**src/rtl/dmem_port_arbiter_pkg.sv**
```systemverilog
// Shared types for the data-memory port arbiter: port owner encoding,
// the issued-access bundle and the starvation counter helper.
package dmem_arb_pkg;

    typedef enum logic [1:0] {
        OWN_NONE = 2'd0,
        OWN_CORE = 2'd1,
        OWN_AUX  = 2'd2
    } owner_t;

    localparam int STARVE_MAX_DEF = 4;
    localparam int CNT_W          = 4;

    typedef struct packed {
        logic [3:0]  en;
        logic        wea;
        logic        rea;
        logic [31:0] addr;
        logic [31:0] din;
    } mem_req_t;

    localparam mem_req_t MEM_IDLE = '0;

    function automatic logic [CNT_W-1:0] sat_inc(input logic [CNT_W-1:0] v,
                                                 input logic [CNT_W-1:0] lim);
        return (v >= lim) ? lim : v + CNT_W'(1);
    endfunction

endpackage

```
**src/rtl/dmem_port_arbiter_if.sv**
```systemverilog
// Bundle of core, aux-master and BRAM signals around the arbiter.
// slave = arbiter view, master = surrounding system (core, aux master, BRAM).
interface dmem_port_arbiter_if;

    logic [3:0]  core_en;
    logic        core_wea;
    logic        core_rea;
    logic [31:0] core_addr;
    logic [31:0] core_din;
    logic [31:0] core_dout;
    logic        mem_hold;

    logic        aux_req;
    logic        aux_we;
    logic [3:0]  aux_be;
    logic [31:0] aux_addr;
    logic [31:0] aux_wdata;
    logic        aux_gnt;
    logic        aux_rvalid;
    logic [31:0] aux_rdata;

    logic [3:0]  mem_en;
    logic        mem_wea;
    logic        mem_rea;
    logic [31:0] mem_addr;
    logic [31:0] mem_din;
    logic [31:0] mem_dout;

    modport slave (
        input  core_en, core_wea, core_rea, core_addr, core_din,
        input  aux_req, aux_we, aux_be, aux_addr, aux_wdata,
        input  mem_dout,
        output core_dout, mem_hold,
        output aux_gnt, aux_rvalid, aux_rdata,
        output mem_en, mem_wea, mem_rea, mem_addr, mem_din
    );

    modport master (
        output core_en, core_wea, core_rea, core_addr, core_din,
        output aux_req, aux_we, aux_be, aux_addr, aux_wdata,
        output mem_dout,
        input  core_dout, mem_hold,
        input  aux_gnt, aux_rvalid, aux_rdata,
        input  mem_en, mem_wea, mem_rea, mem_addr, mem_din
    );

endinterface

```
**src/rtl/dmem_port_arbiter.sv**
```systemverilog
// Shares the data BRAM port between the core MEM stage and an aux bus master.
// Core passes through unless aux holds the port; bounded starvation forces aux in.
module dmem_port_arbiter
    import dmem_arb_pkg::*;
#(
    parameter int STARVE_MAX = STARVE_MAX_DEF
) (
    input  logic                 clk,
    input  logic                 Rst,
    dmem_port_arbiter_if.slave   bus
);

    localparam logic [CNT_W-1:0] STARVE_LIM = CNT_W'(STARVE_MAX);

    logic             core_req;
    logic             force_aux;
    logic             gnt_aux;
    logic             gnt_core;
    mem_req_t         core_acc;
    mem_req_t         aux_acc;
    mem_req_t         issue;

    logic [CNT_W-1:0] starve_cnt_q, starve_cnt_d;
    owner_t           prev_own_q, prev_own_d;
    logic             prev_read_q, prev_read_d;

    // Forcing is suppressed right after an aux grant so the core always gets the next slot.
    always_comb begin
        core_req  = (bus.core_en != 4'h0) & (bus.core_wea | bus.core_rea);
        force_aux = (starve_cnt_q == STARVE_LIM) & (prev_own_q != OWN_AUX);
        gnt_aux   = bus.aux_req & (~core_req | force_aux);
        gnt_core  = core_req & ~gnt_aux;
    end

    always_comb begin
        core_acc = '{en:   bus.core_en,
                     wea:  bus.core_wea,
                     rea:  bus.core_rea,
                     addr: bus.core_addr,
                     din:  bus.core_din};
        aux_acc  = '{en:   bus.aux_be,
                     wea:  bus.aux_we,
                     rea:  ~bus.aux_we,
                     addr: bus.aux_addr,
                     din:  bus.aux_wdata};
        issue = MEM_IDLE;
        if (gnt_aux) begin
            issue = aux_acc;
        end else if (gnt_core) begin
            issue = core_acc;
        end
    end

    always_comb begin
        bus.mem_en   = issue.en;
        bus.mem_wea  = issue.wea;
        bus.mem_rea  = issue.rea;
        bus.mem_addr = issue.addr;
        bus.mem_din  = issue.din;
        bus.aux_gnt  = gnt_aux;
        bus.mem_hold = core_req & gnt_aux;
    end

    always_comb begin
        starve_cnt_d = starve_cnt_q;
        if (gnt_aux || !bus.aux_req) begin
            starve_cnt_d = '0;
        end else if (gnt_core) begin
            starve_cnt_d = sat_inc(starve_cnt_q, STARVE_LIM);
        end

        prev_own_d  = OWN_NONE;
        prev_read_d = 1'b0;
        if (gnt_aux) begin
            prev_own_d  = OWN_AUX;
            prev_read_d = ~bus.aux_we;
        end else if (gnt_core) begin
            prev_own_d  = OWN_CORE;
            prev_read_d = bus.core_rea;
        end
    end

    always_ff @(posedge clk or negedge Rst) begin
        if (!Rst) begin
            starve_cnt_q <= '0;
            prev_own_q   <= OWN_NONE;
            prev_read_q  <= 1'b0;
        end else begin
            starve_cnt_q <= starve_cnt_d;
            prev_own_q   <= prev_own_d;
            prev_read_q  <= prev_read_d;
        end
    end

    // BRAM data of the previous cycle's access is steered by who issued it.
    always_comb begin
        bus.core_dout  = bus.mem_dout;
        bus.aux_rvalid = (prev_own_q == OWN_AUX) & prev_read_q;
        bus.aux_rdata  = bus.aux_rvalid ? bus.mem_dout : 32'h0;
    end

endmodule

```
**src/flat_wrapper.sv**
```systemverilog
// flat-port wrapper written by rule: the top's interface ports become plain ports
module dmem_port_arbiter_flat import dmem_arb_pkg::*;
#(
    parameter int STARVE_MAX = STARVE_MAX_DEF
)
  (clk, Rst, bus_core_en, bus_core_wea, bus_core_rea, bus_core_addr, bus_core_din, bus_aux_req, bus_aux_we, bus_aux_be, bus_aux_addr, bus_aux_wdata, bus_mem_dout, bus_core_dout, bus_mem_hold, bus_aux_gnt, bus_aux_rvalid, bus_aux_rdata, bus_mem_en, bus_mem_wea, bus_mem_rea, bus_mem_addr, bus_mem_din);
  dmem_port_arbiter_if bus_i ();
  input  logic clk;
  input  logic Rst;
  input wire logic [$bits(bus_i.core_en)-1:0] bus_core_en;
  input wire logic [$bits(bus_i.core_wea)-1:0] bus_core_wea;
  input wire logic [$bits(bus_i.core_rea)-1:0] bus_core_rea;
  input wire logic [$bits(bus_i.core_addr)-1:0] bus_core_addr;
  input wire logic [$bits(bus_i.core_din)-1:0] bus_core_din;
  input wire logic [$bits(bus_i.aux_req)-1:0] bus_aux_req;
  input wire logic [$bits(bus_i.aux_we)-1:0] bus_aux_we;
  input wire logic [$bits(bus_i.aux_be)-1:0] bus_aux_be;
  input wire logic [$bits(bus_i.aux_addr)-1:0] bus_aux_addr;
  input wire logic [$bits(bus_i.aux_wdata)-1:0] bus_aux_wdata;
  input wire logic [$bits(bus_i.mem_dout)-1:0] bus_mem_dout;
  output wire logic [$bits(bus_i.core_dout)-1:0] bus_core_dout;
  output wire logic [$bits(bus_i.mem_hold)-1:0] bus_mem_hold;
  output wire logic [$bits(bus_i.aux_gnt)-1:0] bus_aux_gnt;
  output wire logic [$bits(bus_i.aux_rvalid)-1:0] bus_aux_rvalid;
  output wire logic [$bits(bus_i.aux_rdata)-1:0] bus_aux_rdata;
  output wire logic [$bits(bus_i.mem_en)-1:0] bus_mem_en;
  output wire logic [$bits(bus_i.mem_wea)-1:0] bus_mem_wea;
  output wire logic [$bits(bus_i.mem_rea)-1:0] bus_mem_rea;
  output wire logic [$bits(bus_i.mem_addr)-1:0] bus_mem_addr;
  output wire logic [$bits(bus_i.mem_din)-1:0] bus_mem_din;
  assign bus_i.core_en = bus_core_en;
  assign bus_i.core_wea = bus_core_wea;
  assign bus_i.core_rea = bus_core_rea;
  assign bus_i.core_addr = bus_core_addr;
  assign bus_i.core_din = bus_core_din;
  assign bus_i.aux_req = bus_aux_req;
  assign bus_i.aux_we = bus_aux_we;
  assign bus_i.aux_be = bus_aux_be;
  assign bus_i.aux_addr = bus_aux_addr;
  assign bus_i.aux_wdata = bus_aux_wdata;
  assign bus_i.mem_dout = bus_mem_dout;
  assign bus_core_dout = bus_i.core_dout;
  assign bus_mem_hold = bus_i.mem_hold;
  assign bus_aux_gnt = bus_i.aux_gnt;
  assign bus_aux_rvalid = bus_i.aux_rvalid;
  assign bus_aux_rdata = bus_i.aux_rdata;
  assign bus_mem_en = bus_i.mem_en;
  assign bus_mem_wea = bus_i.mem_wea;
  assign bus_mem_rea = bus_i.mem_rea;
  assign bus_mem_addr = bus_i.mem_addr;
  assign bus_mem_din = bus_i.mem_din;
  dmem_port_arbiter #(.STARVE_MAX(STARVE_MAX)) u_core (.clk(clk), .Rst(Rst), .bus(bus_i));
endmodule
```
**config.mk**
```make
export PLATFORM = sky130hd
export DESIGN_NAME = dmem_port_arbiter_flat
export DESIGN_NICKNAME = d
export VERILOG_FILES = /design/src/rtl/dmem_port_arbiter_pkg.sv /design/src/rtl/dmem_port_arbiter_if.sv /design/src/rtl/dmem_port_arbiter.sv /design/src/flat_wrapper.sv
export SDC_FILE = /design/constraint.sdc
export NUM_CORES = 1
export LEC_CHECK = 0
export CAP_MARGIN = 20
export CORE_AREA = 2 2 121 123
export DETAILED_ROUTE_END_ITERATION = 8
export DIE_AREA = 0 0 123 125
export DONT_BUFFER_PORTS = 1
export MAX_ROUTING_LAYER = met4
export PLACE_DENSITY_LB_ADDON = 0.1
export SETUP_SLACK_MARGIN = 0.02
export SLEW_MARGIN = 20
export SYNTH_ARGS = -nofsm -noshare
export SYNTH_HDL_FRONTEND = slang
export SYNTH_SLANG_ARGS = --single-unit
```
**constraint.sdc**
```tcl
create_clock -name clk -period 3.7 [get_ports clk]
set_clock_uncertainty 0.1 [all_clocks]
set_input_delay 1.11 -clock clk [delete_from_list [all_inputs] [get_ports clk]]
set_output_delay 1.11 -clock clk [all_outputs]
set_load 0.05 [all_outputs]
```
==> metrics.md <==
| Metric | Value |
|---|---|
| Pre-antenna DRT Iters | `4` |
| CP max FO | `16` |
| Status | `finished clean` |
| YS warnings | `0` |
| Switch share | `47.1%` |
| Power share of the clock group | `between 10% and 20%` |
| Via count | `roughly 2,500` |
| Syn Area/Cell | `6.58 um^2` |
| IO Port Bufs | `0` |
| Dpl ws | `-32.2 ps` |
| Cell area after layout | `~0.0043 mm^2` |
| CTS tree | `done` |
| Hold WC Path Type | `reg2reg` |
| Worst skew pair latency | `230 ps` |
| DIE HEIGHT | `125 um` |
| FF+latch count, synth | `7` |
| Cells after DPL | `534` |
| Die Area | `0.0154 mm^2` |
| Number of global-route vias before repair | `~2,800` |
| # clock sinks | `7` |
| Area grow syn2layout | `92.7%` |
| Num rows | `44` |
| Core outline area | `~0.014 mm^2` |
| Maximum VDD drop | `between 100 and 150 uV` |
| Hold endpoint | `u_core.starve_cnt_q[0]` |
| # Max-Cap Violations | `0` |
| DRC errors left | `0` |
| CP max stage delay | `roughly 550 ps` |
| First-pass GRT wire length | `roughly 15,000 um` |
| P_leak | `1.76 nW` |
| Min cycle time layout | `about 3600 ps` |
| Largest net degree at the start of global routing | `74` |
| Hold_sp | `u_core.starve_cnt_q[0]` |
| All-Layer GR Usage | `12.7%` |
| FMAX | `0.275 GHz` |
| CP startpoint | `bus_core_en[0]` |
| Psw | `0.000575 W` |
| Max Transition Viols Final | `0` |
| Initial antenna violation count | `0` |
| Hpwl dp | `8280 um` |
| Pwr Density | `approximately 280 mW/mm^2` |
| H-Tree Depth | `1` |
| Worst hold stages | `1` |
| WL met2 | `between 5000 and 6000 um` |
| Final cell count without fillers | `between 500 and 600` |
| Net Count, Synth | `a little over 500` |
| Rel. slew slack | `57.3%` |
| Routed Antenna Nets | `0` |
| Worst setup margin | `around 68 ps` |
| Worst-Margin Slew | `between 600 and 700 ps` |
| Wirelength per Cell | `18.3 um` |
| Critical path endpoint category | `output pin` |
| Final nets | `between 500 and 600` |
| Period utilization | `98.2%` |
| Seq/Total Area, Yosys | `7.85%` |
| Die X | `123 um` |
| Synthesized area | `roughly 0.0022 mm^2` |
| Crit path DAT | `2420 ps` |
| Top Layer Used | `met4` |
| Hold violation total from the final report | `0` |
| Crit path max-delay cell type | `or4_4` |
| Gpl congestion | `around 0.7` |
| Logic pwr share | `around four fifths` |
| RSZ-0062 raised after global routing | `false` |
| Worst path bufs/invs | `2` |
| RR Endpoint | `u_core.prev_own_q[1]` |
| Critical path type | `in2out` |
| Post-DR vias/cell | `~4.6` |
| Int Power | `0.000645 W` |
| WP data required | `between 2000 and 2500 ps` |
| Post-place instance area | `0.00420 mm^2` |
| Startpoint Class | `input pin` |
| Root buf cell | `clkbuf_16` |
| Cell mode on critical path | `buf_12` |
| Metal3 WL | `~810 um` |
| Num CTS Buffers | `3` |
| Crit-path cells | `or4_4 -> o21ai_4 -> buf_12 -> o32ai_2 -> buf_12` |
| Post-CTS Hold Fix Bufs | `0` |
| # IOs | `311` |
| Reg2Reg Depth | `4` |
| Initial Util | `between 10% and 20%` |
| Layout cells sized above 1 | `approximately 44%` |
| Unique masters post-synth | `28` |
| Clk slew on worst S/H paths | `approximately 40 ps` |
| M1 WL | `between 3000 and 4000 um` |
| Post-Route WL | `9910 um` |
| Reg-to-reg startpoint | `u_core.starve_cnt_q[2]` |
| First DRT Iteration DRCs | `57` |
| Critical path's top delay family | `simple AND/OR/NAND/NOR gates` |
| # diodes | `0` |
| Share of power burned in registers | `between 6 and 7%` |
| Final-report setup violation count | `0` |
| Cell depth of the worst setup path | `5` |
| Hold_ws | `~360 ps` |
| Remaining Overflow, GRT | `0` |
| Register-to-register setup slack | `roughly 1700 ps` |
| CTS Buffer Depth | `2` |
| Post-route core utilization | `30.3%` |
| Mapped Cells | `roughly 340` |
## power groups by stage
stage          Clock (W)  Sequential (W)  Combinational (W)
2_1_floorplan          0       0.0000847           0.000715
3_3_place_gp           0       0.0000853           0.000956
3_5_place_dp           0       0.0000851           0.000958
4_1_cts         0.000183       0.0000842           0.000963
5_1_grt         0.000192       0.0000848           0.000990
6_report        0.000183       0.0000843           0.000952
## Yosys cell counts (all sizes together)
library cell / instances / area, um^2
inv: 72 / 270
nand2: 70 / 263
o32ai: 69 / 672
buf: 54 / 428
and2: 32 / 200
clkbuf: 11 / 41.3
dfrtp: 7 / 175
nor2: 4 / 15.0
a311oi: 2 / 23.8
ha: 2 / 25.0
nand2b: 2 / 12.5
nor2b: 2 / 12.5
nor4: 2 / 12.5
and4: 1 / 8.76
conb: 1 / 3.75
nand3: 1 / 5.00
nand3b: 1 / 7.51
nor3: 1 / 5.00
nor3b: 1 / 7.51
nor4b: 1 / 8.76
o21ai: 1 / 16.3
o22ai: 1 / 6.26
or4: 1 / 11.3
## cells in the final DEF, fill, tap and decap left out, drive strengths merged
cell / n
ha: 2
dfrtp: 7
nor3: 1
or4: 1
conb: 1
nor4b: 1
a311oi: 2
nand3b: 1
nor3b: 1
o22ai: 1
nor4: 2
clkbuf: 4
and2: 32
and4: 1
buf: 78
nor2: 4
o32ai: 69
nand3: 1
nor2b: 2
o21ai: 1
nand2b: 2
inv: 72
nand2: 70
## through the flow
step	setup TNS [ps]	power, W
final	0	0.00122
after global routing	0	0.00127
after CTS	0	0.00123
after detailed placement	-186	0.00104
after global placement	-83.3	0.00104
after floorplan	-2450	0.000800
## worst max-delay path by stage
stage	end	slack (ps)
floorplan	bus_mem_addr[14]	-70
global placement	bus_mem_addr[23]	-20
detailed placement	bus_mem_addr[25]	-30
CTS	bus_mem_addr[8]	60
global route	bus_mem_addr[7]	20
finish	bus_mem_addr[7]	70
## registers in the layout, summed over array words and instances, names as in the netlist
name / flops
u_core.starve_cnt_q: 4
u_core.prev_own_q: 2
u_core.prev_read_q: 1
## area by class of cell
cell class	count	area, um^2
well taps	184	230
repair buffers	78	1420
clock buffers	4	78.8
fillers	1490	9900
multi-input cells	195	2130
flip-flops and latches	7	175
inverters	72	270
## kinds of logic after synthesis
family          count (synthesis)  synth area share (%)
buf+inv                       137                  33.1
simple gates                  119                  25.5
compound gates                 73                  32.2
flops                           7                  7.85
fa+ha+maj                       2                  1.12
other cells                     1                 0.168
## per-layer routing
metal  track usage [%]  vias to the layer above
met5                 -                        -
met4              1.27                        0
met3              2.83                        5
met2              23.5                      154
met1              14.1                     1179
li1                  -                     1143
## repair_timing
item / CTS / global route
hold endpoints to repair: 0 / 0
buffers inserted: 2 / 0
setup endpoints to repair: 39 / 0
resized for setup: 1 / 0
(Power assumes the default switching activity.)
